===== src/rtl/axis_crc24_check.sv =====
// ---------------------------------------------------------------------------
// axis_crc24_check
//
// Receive-side CRC-24 checker for an 8-bit AXI-Stream link. Each frame is a
// run of payload bytes followed by 3 CRC bytes (MSB first), with tlast on the
// last CRC byte. The CRC runs over every byte of the frame, and a zero residue
// after the tlast byte means the frame passed.
//
// The payload is forwarded with the CRC bytes stripped. A 3-byte delay line
// holds back the most recent bytes, so the CRC trailer is never emitted.
// tlast moves to the last payload byte, and m_tuser flags a CRC failure on
// that beat.
//
// Ports
//   clk, reset_n        clock (rising edge), asynchronous active-low reset
//   s_tdata/s_tvalid/   upstream stream (payload + CRC bytes)
//   s_tlast/s_tready
//   m_tdata/m_tvalid/   downstream stream (payload only)
//   m_tlast/m_tuser/
//   m_tready
//   frame_ok/frame_err  one-cycle frame result pulses
//   ok_cnt/err_cnt      saturating pass/fail frame counters
// ---------------------------------------------------------------------------
module axis_crc24_check #(
    parameter int          N     = 8,
    parameter logic [23:0] POLY  = 24'h864CFB,
    parameter logic [23:0] INIT  = 24'h000000,
    parameter int          CNT_W = 16
) (
    input  logic             clk,
    input  logic             reset_n,
    input  logic [N-1:0]     s_tdata,
    input  logic             s_tvalid,
    input  logic             s_tlast,
    output logic             s_tready,
    output logic [N-1:0]     m_tdata,
    output logic             m_tvalid,
    output logic             m_tlast,
    output logic             m_tuser,
    input  logic             m_tready,
    output logic             frame_ok,
    output logic             frame_err,
    output logic [CNT_W-1:0] ok_cnt,
    output logic [CNT_W-1:0] err_cnt
);

    logic [23:0]  crc_r;
    logic [23:0]  crc_next;
    logic [N-1:0] sr0, sr1, sr2;   // sr0 newest, sr2 oldest
    logic [1:0]   fill;
    logic         accept;
    logic         full;

    // Eight MSB-first polynomial-division steps folded into one cycle.
    function automatic logic [23:0] crc_byte(input logic [23:0] c, input logic [N-1:0] d);
        logic [23:0] r;
        r = c;
        for (int i = N - 1; i >= 0; i--) begin
            if (r[23] ^ d[i])
                r = {r[22:0], 1'b0} ^ POLY;
            else
                r = {r[22:0], 1'b0};
        end
        return r;
    endfunction

    assign s_tready = m_tready || !m_tvalid;
    assign accept   = s_tvalid && s_tready;
    assign full     = (fill == 2'd3);
    assign crc_next = crc_byte(crc_r, s_tdata);

    always_ff @(posedge clk or negedge reset_n) begin
        if (!reset_n) begin
            crc_r     <= INIT;
            sr0       <= '0;
            sr1       <= '0;
            sr2       <= '0;
            fill      <= 2'd0;
            m_tdata   <= '0;
            m_tvalid  <= 1'b0;
            m_tlast   <= 1'b0;
            m_tuser   <= 1'b0;
            frame_ok  <= 1'b0;
            frame_err <= 1'b0;
            ok_cnt    <= '0;
            err_cnt   <= '0;
        end else begin
            frame_ok  <= 1'b0;
            frame_err <= 1'b0;

            if (m_tvalid && m_tready)
                m_tvalid <= 1'b0;

            if (accept) begin
                sr2 <= sr1;
                sr1 <= sr0;
                sr0 <= s_tdata;

                // A full delay line evicts its oldest byte. s_tready guarantees
                // that the output register is free, or is draining this cycle.
                if (full) begin
                    m_tdata  <= sr2;
                    m_tvalid <= 1'b1;
                    m_tlast  <= s_tlast;
                    m_tuser  <= s_tlast && (crc_next != 24'd0);
                end

                if (s_tlast) begin
                    // The held bytes are the CRC trailer; drop them with the frame state.
                    fill  <= 2'd0;
                    crc_r <= INIT;
                    if (full && crc_next == 24'd0) begin
                        frame_ok <= 1'b1;
                        if (ok_cnt != {CNT_W{1'b1}})
                            ok_cnt <= ok_cnt + 1'b1;
                    end else begin
                        // A CRC failure, or a runt frame that ends before the line is full.
                        frame_err <= 1'b1;
                        if (err_cnt != {CNT_W{1'b1}})
                            err_cnt <= err_cnt + 1'b1;
                    end
                end else begin
                    crc_r <= crc_next;
                    if (!full)
                        fill <= fill + 2'd1;
                end
            end
        end
    end

endmodule

===== config.mk =====
export PLATFORM = sky130hd
export DESIGN_NAME = axis_crc24_check
export DESIGN_NICKNAME = d
export VERILOG_FILES = /design/src/rtl/axis_crc24_check.sv
export SDC_FILE = /design/constraint.sdc
export NUM_CORES = 1
export LEC_CHECK = 0
export ABC_AREA = 1
export BUFFER_PORTS_ARGS = -buffer_cell sky130_fd_sc_hd__buf_2
export CAP_MARGIN = 25
export CORE_ASPECT_RATIO = 0.75
export CORE_MARGIN = 2
export CORE_UTILIZATION = 35
export CTS_CLUSTER_DIAMETER = 40
export CTS_CLUSTER_SIZE = 30
export DETAILED_ROUTE_END_ITERATION = 16
export GPL_ROUTABILITY_DRIVEN = 1
export PLACE_DENSITY = 0.6
export SYNTH_ARGS = -nofsm -noshare
export SYNTH_HDL_FRONTEND = slang
export SYNTH_SLANG_ARGS = --single-unit

===== constraint.sdc =====
create_clock -name clk -period 7.71 [get_ports clk]
set_input_delay 0.3855 -clock clk [delete_from_list [all_inputs] [get_ports clk]]
set_output_delay 0.3855 -clock clk [all_outputs]
set_load 0.01 [all_outputs]

==> qor.csv <==
metric;value;unit
yosys_register_bits;95;
peakVddDrop;164;µV
seq_area_frac_synth;43.7;%
status;complete, no violations;
cts_repair_resize_count;0;
flow.area_growth_from_synthesis;15.2;%
end_kind;flip-flop;
rrSetupSlack;3.49;ns
first_global_vias;4335;
powerDensity;341;mW/mm²
share_of_post_route_cells_with_drive_strength_above_1;15.4;%
route.met2.wl;5.36;mm
antenna_violations_before_repair;0;
dr_wl_met3;730;µm
worst_hold_path_type;in -> reg;
grt-ovfl-total;0;
finalNetCount;779;
place.port_buffers;58;
avgSynthCellArea;7.73;µm²
first_pass_grt_wire_length;22.3;mm
gp_congestion;0.915;
setup_tns;0;ns
critical_path.startpoint_type;flip-flop;
route.vias.total;4656;
fin_area;0.00627;mm²
synth_edf_count;0;
start_util;35.8;%
cts.sinks;95;
rr_endpoint;ok_cnt[2]$_DFFE_PN0P_;
cts.hold.buffers_added;1;
critical_path.most_common_cell;sky130_fd_sc_hd__nand2_4;
final_min_period_over_clock_period;54.8;%
whs_endpoint;sr0[1]$_DFFE_PN0P_;
dpl_cell_area;0.00594;mm²
worst_case_reg_to_reg_path_depth;30;
length_of_routed_wiring_on_met1;6.68;mm
regToRegStartpoint;crc_r[23]$_DFFE_PN0P_;
cts_tree;yes;
h-tree-depth;3;
clk_pin_slew;0.07;ns
slew-limit-headroom;34.5;%
maximum_number_of_pins_on_one_net_before_global_route_repair;74;
hpwl;9.30;mm
critPathRequiredTime;7.96;ns
placeableCoreArea;0.0152;mm²
routedWlPerCell;13.4;µm
seqCellArea;0.00238;mm²
final-max-slew-violation-count;0;
yosysWarningCount;0;
worst_hold_startpoint;s_tdata[1];
antenna_cells;0;
drtAntennaViolNets;0;
critical_path_arrival;4.48;ns
area_occupied_by_multi_input_gates;0.00267;mm²
cts_setup_buffers;0;
floorplan.rows;39;
num_io_pins;59;
number_of_stages_on_the_worst_hold_path;3;
cp_slowest_stage_delay;0.66;ns
tritoncts_buffer_count;9;
setup_viol_count_final;0;
timing.critical_path.slowest_stage_cell;sky130_fd_sc_hd__nand4_1;
route.detailed.drc;0;
total_leakage_power;3.25;nW
clock_tree.root_cell;sky130_fd_sc_hd__clkbuf_16;
die_h;112;µm
postSynthNetCount;721;
final.fill_count;1582;
total_of_max_cap_violations;0;
max_freq;0.237;GHz
final.min_clock_period;4.22;ns
drt-vias-per-instance;4.79;
insertion_delay;0.36;ns
first_iteration_detailed_routing_drc_count;255;
skew;0.00943;ns
synth_flop_cell;sky130_fd_sc_hd__dfrtp_1;
totalWireLength;13.1;mm
top_layer_used;met4;
path_max_fanout;20;
rsz0062_at_grt;false;
firstDrtPassIters;6;
fin_hold_ws;0.281;ns
synth_async_sr_flop_share;100;%
final_hold_viol_count;0;
die-area;0.0166;mm²
clock_path_buffers;2;
die_x;148;µm
synthDistinctLibCells;35;
combined_global_route_utilization_of_all_metal_layers;16.8;%
type_of_the_worst_setup_path;reg -> reg;
worst_margin_slew;0.976;ns
netlist_area;0.00545;mm²
synthCells;704;
worst max-delay path by stage:
stage	from	endpoint	depth (start not counted)
floorplan	crc_r[23]$_DFFE_PN0P_	err_cnt[10]$_DFFE_PN0P_	32
global placement	s_tdata[5]	ok_cnt[15]$_DFFE_PN0P_	32
detailed placement	s_tdata[7]	ok_cnt[2]$_DFFE_PN0P_	31
CTS	crc_r[23]$_DFFE_PN0P_	ok_cnt[2]$_DFFE_PN0P_	30
global route	crc_r[23]$_DFFE_PN0P_	ok_cnt[2]$_DFFE_PN0P_	30
finish	crc_r[23]$_DFFE_PN0P_	ok_cnt[2]$_DFFE_PN0P_	30
cells in the final DEF (no fill, tap or decap), types with 5 or more instances in the layout:
| cell type | synthesis | layout |
|---|---|---|
| sky130_fd_sc_hd__dfrtp_1 | 95 | 95 |
| sky130_fd_sc_hd__o21ai_0 | 36 | 36 |
| sky130_fd_sc_hd__xor2_1 | 37 | 37 |
| sky130_fd_sc_hd__xnor2_1 | 12 | 12 |
| sky130_fd_sc_hd__nand3_2 | 6 | 6 |
| sky130_fd_sc_hd__buf_2 | 4 | 57 |
| sky130_fd_sc_hd__nand2_1 | 256 | 256 |
| sky130_fd_sc_hd__nor3_1 | 12 | 12 |
| sky130_fd_sc_hd__nand3_1 | 46 | 46 |
| sky130_fd_sc_hd__clkbuf_16 | 0 | 9 |
| sky130_fd_sc_hd__o22ai_1 | 7 | 7 |
| sky130_fd_sc_hd__nand4_1 | 21 | 21 |
| sky130_fd_sc_hd__nand2_4 | 8 | 8 |
| sky130_fd_sc_hd__nand2_2 | 15 | 15 |
| sky130_fd_sc_hd__nor2_1 | 21 | 21 |
| sky130_fd_sc_hd__inv_1 | 78 | 78 |
| sky130_fd_sc_hd__nor4_1 | 5 | 5 |
| sky130_fd_sc_hd__buf_4 | 1 | 5 |
critical path: cells and delay by family, from the launching register on:
family | cells | cell delay (ns)
AO/OA/AOI/OAI | 1 | 0.38
adder cells (fa/ha/maj) | 1 | 0.15
buffers and inverters | 2 | 0.13
flip-flops | 1 | 0.39
AND/OR/NAND/NOR | 26 | 3.06
registers in the layout (all words and copies together), names as in the netlist, 2 cells and up:
register	count
err_cnt	16
sr0	8
sr1	8
ok_cnt	16
m_tdata	8
fill	2
sr2	8
crc_r	24
cells by family after synthesis:
| logic type | share of synthesized area [%] |
|---|---|
| simple gates | 33.6 |
| flops | 43.7 |
| mux | 0.184 |
| fa+ha+maj | 0.919 |
| xor+xnor | 8.59 |
| compound gates | 5.74 |
| buf+inv | 7.26 |
area by class of cell:
cell class,instances,share of cell area [%]
Timing Repair Buffer,64,5.75
Sequential cell,95,37.9
Multi-Input combinational cell,509,42.6
Clock buffer,9,3.59
Inverter,83,4.97
Clock inverter,7,1.10
Tap cell,205,4.09
metal layers:
metal / vias up / track usage [%]
met1: 2159 / 24.3
met4: 0 / 6.03
met2: 114 / 24.1
li1: 2359 / -
met3: 24 / 4.51
met5: - / 0
cell usage after synthesis (2+ instances only):
| cell type | number | share of area, % |
|---|---|---|
| sky130_fd_sc_hd__nand2_4 | 8 | 1.7 |
| sky130_fd_sc_hd__a22o_1 | 4 | 0.64 |
| sky130_fd_sc_hd__o22ai_1 | 7 | 0.80 |
| sky130_fd_sc_hd__nor4_1 | 5 | 0.57 |
| sky130_fd_sc_hd__nand3_1 | 46 | 4.2 |
| sky130_fd_sc_hd__buf_2 | 4 | 0.37 |
| sky130_fd_sc_hd__a21oi_1 | 2 | 0.18 |
| sky130_fd_sc_hd__nand4_1 | 21 | 2.4 |
| sky130_fd_sc_hd__xor2_1 | 37 | 6.0 |
| sky130_fd_sc_hd__clkbuf_1 | 10 | 0.69 |
| sky130_fd_sc_hd__inv_2 | 3 | 0.21 |
| sky130_fd_sc_hd__ha_1 | 4 | 0.92 |
| sky130_fd_sc_hd__nand3_4 | 3 | 0.97 |
| sky130_fd_sc_hd__nor2_1 | 21 | 1.4 |
| sky130_fd_sc_hd__clkinv_1 | 2 | 0.14 |
| sky130_fd_sc_hd__nor3_1 | 12 | 1.1 |
| sky130_fd_sc_hd__nor2_4 | 3 | 0.62 |
| sky130_fd_sc_hd__o21ai_1 | 4 | 0.37 |
| sky130_fd_sc_hd__o21ai_0 | 36 | 3.3 |
| sky130_fd_sc_hd__inv_1 | 78 | 5.4 |
| sky130_fd_sc_hd__nand2_1 | 256 | 18 |
| sky130_fd_sc_hd__dfrtp_1 | 95 | 44 |
| sky130_fd_sc_hd__nand2_2 | 15 | 1.7 |
| sky130_fd_sc_hd__nand3_2 | 6 | 1.1 |
| sky130_fd_sc_hd__xnor2_1 | 12 | 1.9 |
metrics by stage:
stage | power, W | cells | utilization, % | setup WS [ns]
after floorplan | 0.00143 | 704 | - | 4.53
after global routing | 0.00233 | 972 | 41.2 | 2.91
final | 0.00214 | 972 | 41.2 | 3.49
after detailed placement | 0.00168 | 954 | 39.0 | 3.42
after global placement | 0.00168 | 954 | 39.0 | 3.52
after CTS | 0.00214 | 971 | 41.0 | 3.47
where the power goes:
group / leakage (nW) / total [W] / switching (W) / internal [W]
Sequential: 1.25 / 0.000671 / 0.0000658 / 0.000605
Combinational: 1.86 / 0.00102 / 0.000678 / 0.000339
Clock: 0.140 / 0.000450 / 0.000221 / 0.000229
Total: 3.25 / 0.00214 / 0.000964 / 0.00117
Note: power is estimated with default switching activity, not from simulation.
